$ cat src/rtl/alu_exec_unit.sv
// Integer execute unit: single-cycle ALU ops plus iterative shift-add multiply and restoring divide.
// Valid/ready handshakes on both sides; one operation in flight at a time.
module alu_exec_unit #(
    parameter int WIDTH = 32,
    parameter int SHW   = $clog2(WIDTH)
) (
    input  logic             clk,
    input  logic             rst_n,
    input  logic [1:0]       ALUOp,
    input  logic [6:0]       func7,
    input  logic [2:0]       func3,
    input  logic [WIDTH-1:0] op_a,
    input  logic [WIDTH-1:0] op_b,
    input  logic             in_valid,
    output logic             in_ready,
    output logic             out_valid,
    input  logic             out_ready,
    output logic [WIDTH-1:0] result,
    output logic             illegal,
    output logic             busy
);
    localparam int CW = $clog2(WIDTH);

    typedef enum logic [1:0] {IDLE, ITER, DONE} state_t;
    typedef enum logic [3:0] {
        OP_ADD, OP_SUB, OP_SLL, OP_SLT, OP_SLTU, OP_XOR, OP_SRL, OP_SRA,
        OP_OR, OP_AND, OP_MUL, OP_DIV, OP_DIVU, OP_REM, OP_REMU, OP_ILL
    } op_t;

    state_t           r_state, w_nextState;
    op_t              w_op;
    logic [CW-1:0]    r_count;
    logic             r_isMul, r_wantRem, r_negQ, r_negR, r_illegal;
    logic [WIDTH-1:0] r_opA, r_opB, r_acc, r_result;

    logic [SHW-1:0]   w_shamt;
    logic             w_isDiv, w_signedDiv, w_remOp, w_bZero, w_overflow, w_bypass, w_iterative;
    logic [WIDTH-1:0] w_magA, w_magB, w_quick, w_accMul, w_remNext, w_quoNext, w_quoFinal, w_remFinal;
    logic [WIDTH:0]   w_remShift, w_diff;

    always_comb begin
        w_op = OP_ILL;
        case (ALUOp)
            2'b00: w_op = OP_ADD;
            2'b01: w_op = OP_SUB;
            2'b10: begin
                if (func7 == 7'b0000000) begin
                    case (func3)
                        3'b000:  w_op = OP_ADD;
                        3'b001:  w_op = OP_SLL;
                        3'b010:  w_op = OP_SLT;
                        3'b011:  w_op = OP_SLTU;
                        3'b100:  w_op = OP_XOR;
                        3'b101:  w_op = OP_SRL;
                        3'b110:  w_op = OP_OR;
                        default: w_op = OP_AND;
                    endcase
                end else if (func7 == 7'b0100000) begin
                    if (func3 == 3'b000)      w_op = OP_SUB;
                    else if (func3 == 3'b101) w_op = OP_SRA;
                end else if (func7 == 7'b0000001) begin
                    case (func3)
                        3'b000:  w_op = OP_MUL;
                        3'b100:  w_op = OP_DIV;
                        3'b101:  w_op = OP_DIVU;
                        3'b110:  w_op = OP_REM;
                        3'b111:  w_op = OP_REMU;
                        default: w_op = OP_ILL;
                    endcase
                end
            end
            default: w_op = OP_ILL;
        endcase
    end

    assign w_shamt     = op_b[SHW-1:0];
    assign w_isDiv     = (w_op == OP_DIV) || (w_op == OP_DIVU) || (w_op == OP_REM) || (w_op == OP_REMU);
    assign w_signedDiv = (w_op == OP_DIV) || (w_op == OP_REM);
    assign w_remOp     = (w_op == OP_REM) || (w_op == OP_REMU);
    assign w_bZero     = (op_b == '0);
    assign w_overflow  = w_signedDiv && (op_a == {1'b1, {(WIDTH-1){1'b0}}}) && (&op_b);
    assign w_bypass    = w_isDiv && (w_bZero || w_overflow);
    assign w_iterative = (w_op == OP_MUL) || (w_isDiv && !w_bypass);
    assign w_magA      = (w_signedDiv && op_a[WIDTH-1]) ? -op_a : op_a;
    assign w_magB      = (w_signedDiv && op_b[WIDTH-1]) ? -op_b : op_b;

    // Results that are known at accept time, including the divide corner cases that skip iteration.
    always_comb begin
        w_quick = '0;
        case (w_op)
            OP_ADD:  w_quick = op_a + op_b;
            OP_SUB:  w_quick = op_a - op_b;
            OP_SLL:  w_quick = op_a << w_shamt;
            OP_SLT:  w_quick = {{(WIDTH-1){1'b0}}, $signed(op_a) < $signed(op_b)};
            OP_SLTU: w_quick = {{(WIDTH-1){1'b0}}, op_a < op_b};
            OP_XOR:  w_quick = op_a ^ op_b;
            OP_SRL:  w_quick = op_a >> w_shamt;
            OP_SRA:  w_quick = WIDTH'($signed(op_a) >>> w_shamt);
            OP_OR:   w_quick = op_a | op_b;
            OP_AND:  w_quick = op_a & op_b;
            OP_DIV, OP_DIVU, OP_REM, OP_REMU: begin
                if (w_bZero)      w_quick = w_remOp ? op_a : '1;
                else if (w_remOp) w_quick = '0;
                else              w_quick = op_a;
            end
            default: w_quick = '0;
        endcase
    end

    assign w_accMul   = r_opB[0] ? (r_acc + r_opA) : r_acc;
    assign w_remShift = {r_acc, r_opA[WIDTH-1]};
    assign w_diff     = w_remShift - {1'b0, r_opB};
    assign w_remNext  = w_diff[WIDTH] ? w_remShift[WIDTH-1:0] : w_diff[WIDTH-1:0];
    assign w_quoNext  = {r_opA[WIDTH-2:0], ~w_diff[WIDTH]};
    assign w_quoFinal = r_negQ ? -w_quoNext : w_quoNext;
    assign w_remFinal = r_negR ? -w_remNext : w_remNext;

    always_ff @(posedge clk or negedge rst_n) begin
        if (!rst_n) r_state <= IDLE;
        else        r_state <= w_nextState;
    end

    always_comb begin
        w_nextState = r_state;
        in_ready    = 1'b0;
        out_valid   = 1'b0;
        busy        = 1'b1;
        case (r_state)
            IDLE: begin
                in_ready = 1'b1;
                busy     = 1'b0;
                if (in_valid) w_nextState = w_iterative ? ITER : DONE;
            end
            ITER: if (r_count == '0) w_nextState = DONE;
            DONE: begin
                out_valid = 1'b1;
                if (out_ready) w_nextState = IDLE;
            end
            default: w_nextState = IDLE;
        endcase
    end

    // For divides r_opA doubles as the quotient shift register and r_acc as the partial remainder.
    always_ff @(posedge clk or negedge rst_n) begin
        if (!rst_n) begin
            r_count   <= '0;
            r_isMul   <= 1'b0;
            r_wantRem <= 1'b0;
            r_negQ    <= 1'b0;
            r_negR    <= 1'b0;
            r_illegal <= 1'b0;
            r_opA     <= '0;
            r_opB     <= '0;
            r_acc     <= '0;
            r_result  <= '0;
        end else begin
            case (r_state)
                IDLE: if (in_valid) begin
                    r_count   <= CW'(WIDTH-1);
                    r_isMul   <= (w_op == OP_MUL);
                    r_wantRem <= w_remOp;
                    r_negQ    <= w_signedDiv && (op_a[WIDTH-1] ^ op_b[WIDTH-1]);
                    r_negR    <= w_signedDiv && op_a[WIDTH-1];
                    r_illegal <= (w_op == OP_ILL);
                    r_result  <= w_quick;
                    r_acc     <= '0;
                    r_opA     <= (w_op == OP_MUL) ? op_a : w_magA;
                    r_opB     <= (w_op == OP_MUL) ? op_b : w_magB;
                end
                ITER: begin
                    if (r_count != '0) r_count <= r_count - 1'b1;
                    if (r_isMul) begin
                        r_acc <= w_accMul;
                        r_opA <= r_opA << 1;
                        r_opB <= r_opB >> 1;
                    end else begin
                        r_acc <= w_remNext;
                        r_opA <= w_quoNext;
                    end
                    if (r_count == '0)
                        r_result <= r_isMul ? w_accMul : (r_wantRem ? w_remFinal : w_quoFinal);
                end
                default: ;
            endcase
        end
    end

    assign result  = r_result;
    assign illegal = r_illegal;

endmodule

$ cat config.mk
export PLATFORM = sky130hd
export DESIGN_NAME = alu_exec_unit
export DESIGN_NICKNAME = d
export VERILOG_FILES = /design/src/rtl/alu_exec_unit.sv
export SDC_FILE = /design/constraint.sdc
export NUM_CORES = 1
export LEC_CHECK = 0
export CELL_PAD_IN_SITES_DETAIL_PLACEMENT = 1
export CELL_PAD_IN_SITES_GLOBAL_PLACEMENT = 2
export CORE_AREA = 2 2 256 258
export CTS_CLUSTER_SIZE = 14
export DETAILED_ROUTE_END_ITERATION = 16
export DIE_AREA = 0 0 258 260
export GPL_ROUTABILITY_DRIVEN = 0
export PLACE_DENSITY_LB_ADDON = 0.1
export REMOVE_ABC_BUFFERS = 1
export SYNTH_ARGS = -nofsm -noshare
export SYNTH_HDL_FRONTEND = slang
export SYNTH_SLANG_ARGS = --single-unit
$ cat constraint.sdc
create_clock -name clk -period 5.95 [get_ports clk]
set_input_delay 0.8925 -clock clk [delete_from_list [all_inputs] [get_ports clk]]
set_output_delay 0.8925 -clock clk [all_outputs]
set_load 0.1 [all_outputs]
**After elaboration in Yosys (flattened, before gate mapping)**

Index checks and enable logic that the tools add are counted.

- Register bits: 140
- Word-level logic and storage cells: 141
- Bits of input ports: 80
- Output and inout bits: 36

- Bitwise operators: 5
- Order comparisons: 2
- Shift-type cells: 3
- Equal/unequal tests: 34
- Reductions and logical operators: 32
- Muxes and demuxes: 45
- $add $sub $neg: 9

Operators by type and width:

| operator | count |
|---|---|
| 2-to-1 mux 32 bit | 20 |
| case mux 32 bit (11 select lines) | 1 |
| case mux 32 bit (2 select lines) | 4 |
| negator 32 bit | 4 |
| adder 32 bit | 2 |
| < comparator 32 bit | 2 |
| subtractor 33 x 32 -> 33 bit | 1 |
| AND 32 bit | 1 |
| equality test 32 bit (second input constant) | 1 |
| equality test 4 bit (second input constant) | 8 |
| logical NOT 32 bit | 1 |
| OR 32 bit | 1 |
| AND reduction 32 bit | 1 |
| << shifter 32 x 5 -> 32 bit | 1 |
| >> shifter 32 x 5 -> 32 bit | 1 |
| >>> shifter 32 x 5 -> 32 bit | 1 |
| subtractor 32 bit | 1 |
| XOR 32 bit | 1 |
| case mux 4 bit (7 select lines) | 1 |
| equality test 4 x 3 -> 1 bit (second input constant) | 4 |
| 2-to-1 mux 4 bit | 4 |
| case mux 3 bit (5 select lines) | 1 |
| equality test 3 bit (second input constant) | 4 |
| case mux 4 bit (3 select lines) | 1 |
| 31 further kinds | 63 |

**Logic depth before layout (Yosys ltp)**

Gate-level depths: netlist of the first run.

- Depth after elaboration: 18
- Depth in mapped cells: 27
- Gate-level depth less buffers: 22

**Least setup slack after synthesis of the first run**

No wires, ideal clock.

- Kind: reg2reg
- Start point: reg r_opA[31]
- End point: reg r_result[28], in the netlist result[28]
- Data required time: 5830 ps
- Library setup time: 120 ps
- Arrival: 5126 ps
- Period minus slack after synthesis: 5245 ps
- Cell stages (with the launch flop): 26
- Path slack: 705 ps
- Path buffers: 4
- Path through: dfrtp_1 > clkbuf_1 > inv_1 > ha_1 > fa_1 > nor2b_1 > o31a_1 > o21bai_2 > a2111oi_4 > o31ai_2 > nand2_2 > buf_4 > buf_2 > buf_1 > nand2_1 > o21ai_0 > ha_1 > nand2_1 > nor2_1 > nand4_1 > mux2i_1 > nand2_1 > nor3_1 > nand3_1 > o211a_1 > a31o_1

- Word-level cells in the longest chain between the ends: 8
- Elaborated cells on any way between the ends: 11
- Classes of those cells: add/sub: 3; mux: 7; bitwise: 1

RTL lines:

| item | RTL line | RTL |
|---|---|---|
| from (decl) | 34 | `logic [WIDTH-1:0] r_opA, r_opB, r_acc, r_result;` |
| from (signal assigned) | 167 | `r_opA <= (w_op == OP_MUL) ? op_a : w_magA;` |
| from (signal assigned) | 174 | `r_opA <= r_opA << 1;` |
| from (signal assigned) | 178 | `r_opA <= w_quoNext;` |
| subtractor 33 x 32 -> 33 bit | 112 | `assign w_diff = w_remShift - {1'b0, r_opB};` |
| 2-to-1 mux 32 bit or inverter 1 bit (tied branches) | 113, 114 |  |
| negator 32 bit (on tied branches) | 116, 115 |  |
| 2-to-1 mux 32 bit (on tied branches) | 116, 115 |  |
| 2-to-1 mux 32 bit * (2 in series) | 181 | `r_result <= r_isMul ? w_accMul : (r_wantRem ? w_remFinal : w_quoFinal);` |
| 2-to-1 mux 32 bit * | 180 | `if (r_count == '0)` |
| case mux 32 bit (2 select lines) * | 157 | `case (r_state)` |
| to (signal assigned) | 165 | `r_result <= w_quick;` |
| to (signal assigned) | 181 |  |
| to (decl) | 34 |  |

Mark *: on every way between the ends. The rest lies on a longest branch, timed or not. The select of a mux whose other input is x is not followed.
A chain may end at the register's enable or synchronous reset.

**Worst setup path after layout of the first run**

- Start point: in op_a[1]
- End point: reg r_result[31], in the netlist result[31]

- Word-level cells in the longest chain between the ends: 4
- Elaborated cells on any way between the ends: 8
- Classes of those cells: add/sub: 2; shift: 3; mux: 3

RTL lines:

| item | RTL line | RTL |
|---|---|---|
| from (decl) | 12 | `input logic [WIDTH-1:0] op_a,` |
| subtractor 32 bit (tied with other cells) | 92 | `OP_SUB: w_quick = op_a - op_b;` |
| case mux 32 bit (11 select lines) * | 90 | `case (w_op)` |
| 2-to-1 mux 32 bit * | 158 | `IDLE: if (in_valid) begin` |
| case mux 32 bit (2 select lines) * | 157 |  |

Marked as above.

==> flow_summary_export.csv, run 1 <==
group,metric,value,unit
clocking,cts_resized,0,
final_layout,area_delta_synth_final,12.79,%
timing,hold_violations,0,
pwr,vdd_drop_max,0.2691,mV
synthesis,synthTopCellsByCount,"nor2_1 (381), o21ai_0 (314), nand2_1 (304)",
global_route,top_usage_layer,"met2",
timing,final-setup-viol-count,0,
setup_path,cp-start-kind,"primary input",
outcome,status,"finished, violations left",
synthesis,synth-main-ff-cell,"dfrtp_1",
die,rows,93,
clocking,clk_pin_slew,0.07,ns
synthesis,synth_cells,3233,
global_route,grt_pass1_vias,27200,
timing,min_period,5.744,ns
global_route,use_met2,0.5709,
synthesis,synth_edf_count,0,
clocking,cts_root_buf,"clkbuf_16",
drt,vias,27210,
timing,worst_slew_pin_slew,1.509,ns
setup_path,cp_top_family,"compound AO/OA/AOI/OAI gates",
setup_path,rr_startpoint,"r_acc[16]",
clocking,htree_levels,4,
setup_path,worst-r2r-cell-count,19,
clocking,cts_setup_buffers,0,
setup_path,critical-path-max-stage-delay,0.78,ns
final_layout,layout.nets,3515,
drt,viasPerCell,6.582,
min_path,holdPathStages,2,
synthesis,synth-seq-cells,140,
drt,wl,122600,um
pwr,p_per_area,496.8,mW/mm^2
synthesis,async_reset_ff_frac,1.000,
synthesis,ys_types,92,
global_route,grt_max_degree,94,
die,core,0.06412,sq mm
die,ioPinCount,116,
setup_path,crit_path_max_fanout,10,
placed_design,hpwl,96100,um
global_route,grt_use_total,0.3545,
setup_path,worst-setup-path-type,"in -> reg",
synthesis,synthTopCellsByArea,"dfrtp_1 (15%), ha_1 (9.1%), o21ai_0 (6.9%)",
drt,postRouteAntennaNets,0,
setup_path,setup.worst_path.end_class,"register",
setup_path,worst-path-buf-inv,3,
min_path,hp-class,"reg -> reg",
global_route,antenna_found_initial,5,
synthesis,synthMostInstantiatedCell,"nor2_1",
timing,slew_headroom,-0.006198,
synthesis,syn_avg_cell_area,7.080,sq um
die,die_x,258,um
timing,fin_hold_ws,0.4891,ns
drt,drc,0,
min_path,worstHoldEndpoint,"result[6]",
drt,wire_per_inst,29.65,um
global_route,grt_pass1_wl,179800,um
clocking,cts.sinks,140,
timing,finClkSkew,0.009611,ns
timing,fin_setup_tns,0,ns
setup_path,cp_data_arrival_time,6.12,ns
job,maxCapViolCount,1,
timing,timing.fmax,174.1,MHz
synthesis,synth_top_area_frac,0.1531,
global_route,grt_remaining_overflow,0,
clocking,holdBufCountCts,0,
setup_path,cp.required,6.33,ns
timing,drv_slew,17,
synthesis,yosysWarnings,0,
clocking,insertion_delay,0.46,ns
pwr,p_leak,10.49,nW
die,die_height,260,um
clocking,numCtsBuffers,17,
global_route,grt_use_met1,0.4649,
min_path,hold_start,"result[6]",
setup_path,rrSetupSlack,0.83,ns
setup_path,r2r-end,"result[18]",
drt,dr.pass1.iters,6,
global_route,globalRouteMet3Util,0.05468,
synthesis,synth_top_area_cell,"dfrtp_1",
clocking,clock_path_buffers,2,
die,initial_core_util,0.3570,
clocking,cts_tree,"yes",
timing,finalCritPeriodShare,0.9654,
drt,drt_iter0_drc,2852,
setup_path,crit_chain,"clkdlybuf4s50_1 -> buf_4 -> inv_1 -> ha_1 -> nor3_1 -> o311ai_0 -> a31oi_1 -> a211o_1 -> a22o_1 -> o41ai_1 -> nor2_1 -> o41ai_1 -> o21ai_0 -> a21oi_1 -> nor2_1 -> a31oi_1",
die,dieArea,0.06708,sq mm
synthesis,synth_area,0.02289,sq mm
setup_path,cpMaxStageDelayCell,"o311ai_0",
final_layout,drive_gt1_frac,0.08239,
outcome,violations,"capacitance limit, slew limit",
placed_design,io_buffers,115,
timing,grt_setup_unrepaired,"false",
synthesis,seq_area_frac_synth,0.1531,
-- power by group --
part | total [mW] | switching, mW | internal (mW)
sequential | 2.04 | 0.667 | 1.37
combinational | 9.70 | 6.49 | 3.21
clock | 1.08 | 0.520 | 0.561
-- kinds of logic (layout without fill, tap and decap cells) --
logic type               after synthesis  after routing  share of synthesized area
AO/OA/AOI/OAI                       1144           1144                     0.3221
XOR/XNOR                             176            176                    0.06734
adder cells (fa/ha/maj)              172            172                    0.09528
buffers and inverters                380            424                    0.06335
flip-flops                           140            140                     0.1531
multiplexers                         148            148                    0.08074
other                                  0              2                          0
AND/OR/NAND/NOR                     1073           1073                     0.2181
-- routing by layer --
metal  routed length [um]  up-vias  part of all wire
met5                   54        -           0.00044
met1                51360    13560              0.42
met2                55030     1338              0.45
met3                 9755      304             0.080
met4                 6365        8             0.052
li1                     -    12000                 -
-- worst reg2reg max path, stage by stage, from the launching register on --
cell and delay [ns]:
dfrtp_1 0.50, ha_1 0.49, a21oi_1 0.12, o21ai_0 0.52, a22oi_1 0.14, a21oi_1 0.50, or3_1 0.23, nand2_2 0.09
o21ai_0 0.31, ha_1 0.29, nand2_1 0.07, nor2_1 0.16, nand4_1 0.11, mux2i_1 0.24, nand2_1 0.22, buf_4 0.19
o41ai_1 0.40, xor2_1 0.20, o21ai_0 0.09, a31oi_1 0.17
-- area by class of cell --
cell class / instances / area [sq um]
diodes: 2 / 5.005
clock buffers: 18 / 429.2
clock inverters: 14 / 142.6
fillers: 8032 / 38300
inverters: 154 / 578.1
multi-input cells: 2713 / 18000
flip-flops and latches: 140 / 3505
well taps: 855 / 1070
repair buffers: 238 / 2088
-- cell usage in the layout, fill, tap and decap left out, drive strengths merged, types with 24 or more instances in the layout --
cell type / n
o22ai: 24
a221oi: 24
clkdlybuf4s50: 109
dfrtp: 140
nand3: 58
o21ai: 320
nor2: 381
ha: 167
a21oi: 277
nor4: 30
xor2: 44
nor3: 63
o31ai: 54
nand4: 42
a21o: 43
or3: 29
a31oi: 49
nand2b: 30
a22oi: 43
nand2: 306
buf: 129
mux2i: 101
o211ai: 31
a211oi: 53
inv: 163
mux4: 27
xnor2: 132
-- how the worst max path moves through the flow --
stage	from	endpoint	depth (start not counted)
2_1_floorplan	r_state[1]	r_opA[0]	4
3_3_place_gp	op_a[1]	result[31]	16
3_5_place_dp	op_a[1]	result[31]	16
4_1_cts	op_a[1]	result[31]	16
5_1_grt	op_a[9]	result[24]	14
6_report	op_a[1]	result[31]	16
-- registers in the layout, summed over array words and instances, names as in the netlist --
name       cells
r_negR         1
r_acc         32
r_negQ         1
result        32
r_count        5
r_state        2
r_isMul        1
r_opB         32
r_opA         32
r_wantRem      1
illegal        1
-- stage by stage --
stage | power (mW) | instances | instance area, sq um | worst slack (ns) | util
detailed placement | 11.51 | 4100 | 25240 | 0.1146 | 0.3937
finish | 12.82 | 4134 | 25820 | 0.2060 | 0.4027
floorplan | 8.263 | 3007 | 22020 | -1.168 | -
global placement | 11.31 | 4099 | 25230 | 0.1955 | 0.3936
global route | 13.62 | 4132 | 25810 | 0.2142 | 0.4026
CTS | 12.65 | 4132 | 25810 | 0.5515 | 0.4026
Power figures use the tool's default switching activity.
==> run 2: changes to the inputs <==
Settings changed: RECOVER_POWER from default to 50.
==> run 2 against run 1 <==
  * Global-route usage stayed put
  * Clock-buffer cell count stayed put
  * Clock power hardly changed
  * Critical endpoint unchanged
  * The flow still finishes with violations (capacitance limit, slew limit)
  * Sequential share of layout area hardly changed
  * Cell count hardly changed
  * Clock skew is 0.0011 ns lower
  * Via count hardly changed
  * Hold slack worse by 0.0016 ns
  * Register-to-register slack hardly changed
==> flow_summary_export.csv, run 2 (same netlist as run 1, synthesis figures left out) <==
group,metric,value,unit
outcome,status,"finished, violations left",
outcome,violations,"capacitance limit, slew limit",
final_layout,drive_gt1_frac,0.08178,
clocking,cts_root_buf,"clkbuf_16",
clocking,cts_tree,"yes",
global_route,grt_pass1_wl,179800,um
final_layout,regArea,0.003505,sq mm
drt,wire_per_inst,29.66,um
die,die_height,260,um
placed_design,place_ws,0.1146,ns
pwr,power_frac_clock,0.084,
min_path,worstHoldEndpoint,"result[8]",
die,core,0.06412,sq mm
min_path,holdPathStages,2,
drt,dr.pass1.iters,7,
pwr,p_per_area,496.4,mW/mm^2
timing,final-setup-viol-count,0,
final_layout,mostFrequentLayoutCells,"nor2_1 (378), o21ai_0 (314), nand2_1 (303)",
timing,finalCritPeriodShare,0.9559,
drt,drc,0,
timing,timing.fmax,175.8,MHz
final_layout,area_delta_synth_final,12.75,%
die,dieArea,0.06708,sq mm
timing,hold_violations,0,
final_layout,multi_input_area,0.01799,sq mm
drt,wl,122700,um
pwr,p_leak,10.49,nW
drt,vias,27230,
final_layout,utilization,0.4025,
die,ioPinCount,116,
timing,grt_setup_unrepaired,"false",
global_route,grt_use_total,0.3545,
setup_path,worst-r2r-cell-count,19,
clocking,insertion_delay,0.46,ns
drt,viasPerCell,6.584,
setup_path,cp.required,6.33,ns
timing,worst_slew_pin_slew,2.998,ns
pwr,total_power,12.81,mW
timing,drv_slew,103,
die,die_x,258,um
setup_path,crit_path_max_fanout,9,
clocking,clk_pin_slew,0.07,ns
setup_path,rrSetupSlack,0.82,ns
clocking,cts.sinks,140,
timing,finClkSkew,0.008526,ns
die,rows,93,
pwr,switching_share,0.5994,
clocking,cts_setup_buffers,0,
global_route,grt_remaining_overflow,0,
global_route,grt_max_degree,94,
setup_path,r2r-end,"result[18]",
pwr,vdd_drop_max,0.2686,mV
setup_path,worst-setup-path-type,"in -> reg",
pwr,power.net_switching,7.679,mW
pwr,p_seq_frac,0.159,
job,maxCapViolCount,3,
placed_design,io_buffers,115,
drt,postRouteAntennaNets,0,
setup_path,setup.worst_path.end_class,"register",
global_route,antenna_found_initial,5,
setup_path,rr_startpoint,"r_acc[16]",
global_route,grt_pass1_vias,27200,
final_layout,layout.nets,3515,
timing,slew_headroom,-0.9986,
setup_path,cp_data_arrival_time,6.06,ns
pwr,combPwrFrac,0.757,
placed_design,hpwl,96100,um
die,initial_core_util,0.3570,
clocking,numCtsBuffers,17,
clocking,clock_path_buffers,2,
clocking,htree_levels,4,
clocking,holdBufCountCts,0,
min_path,hold_start,"result[8]",
drt,drt_iter0_drc,2842,
final_layout,fillers,8034,
timing,worst_slack,0.2624,ns
timing,min_period,5.688,ns
min_path,hp-class,"reg -> reg",
pwr,p_int,5.132,mW
setup_path,cp-start-kind,"primary input",
final_layout,final_common_cell,"nor2_1",
clocking,cts_resized,0,
==> run 2: stage by stage <==
stage          hold WS, ns  instance area, sq um  TNS [ns]  std cells
4_1_cts             0.4950                 25810         0       4132
3_5_place_dp        0.4784                 25240         0       4100
3_3_place_gp        0.4608                 25230         0       4099
2_1_floorplan       0.4686                 22020    -66.35       3007
5_1_grt             0.5209                 25800         0       4132
6_report            0.4875                 25810         0       4135
==> run 2: per-layer routing <==
layer	GRT usage	share of wire	up-vias
met5	0	0.00044	-
met4	0.1671	0.052	8
met3	0.05468	0.081	306
met2	0.5709	0.45	1354
met1	0.4649	0.42	13560
li1	-	-	12000
==> run 2: how the worst max path moves through the flow <==
stage | start | endpoint | slack [ns] | cells past startpoint
global placement | op_a[1] | result[31] | 0.20 | 16
detailed placement | op_a[1] | result[31] | 0.11 | 16
finish | op_a[5] | result[31] | 0.26 | 15
floorplan | r_state[1] | r_opA[0] | -1.17 | 4
CTS | op_a[1] | result[31] | 0.55 | 16
global route | op_a[9] | result[24] | 0.21 | 14
==> run 2: cell type report <==
class                      instances  area share
antenna                            3   0.0002909
multi-input combinational       2713      0.6971
inverter                         154     0.02240
clock inverter                    14    0.005527
sequential                       140      0.1358
timing repair buffer             238     0.08077
clock buffer                      18     0.01663
tap                              855     0.04145
==> run 2: critical path, stage by stage <==
cell and delay, ns:
clkdlybuf4s50_1 0.78, inv_1 0.29, ha_1 0.56, nor2_1 0.14, o311ai_0 0.23, a31oi_1 0.29, a211o_1 0.47, a22o_1 0.28
o41ai_1 0.65, nor2_1 0.14, o41ai_1 0.42, o21ai_0 0.13, a21oi_1 0.51, nor2_1 0.09, a31oi_1 0.18
==> run 2: power by group through the flow <==
stage / Combinational (mW) / Clock [mW] / Sequential (mW)
after CTS: 9.54 / 1.09 / 2.01
after detailed placement: 9.48 / 0 / 2.03
after floorplan: 5.62 / 0 / 2.64
after global placement: 9.30 / 0 / 2.02
final: 9.69 / 1.08 / 2.04
after global routing: 10.4 / 1.13 / 2.08
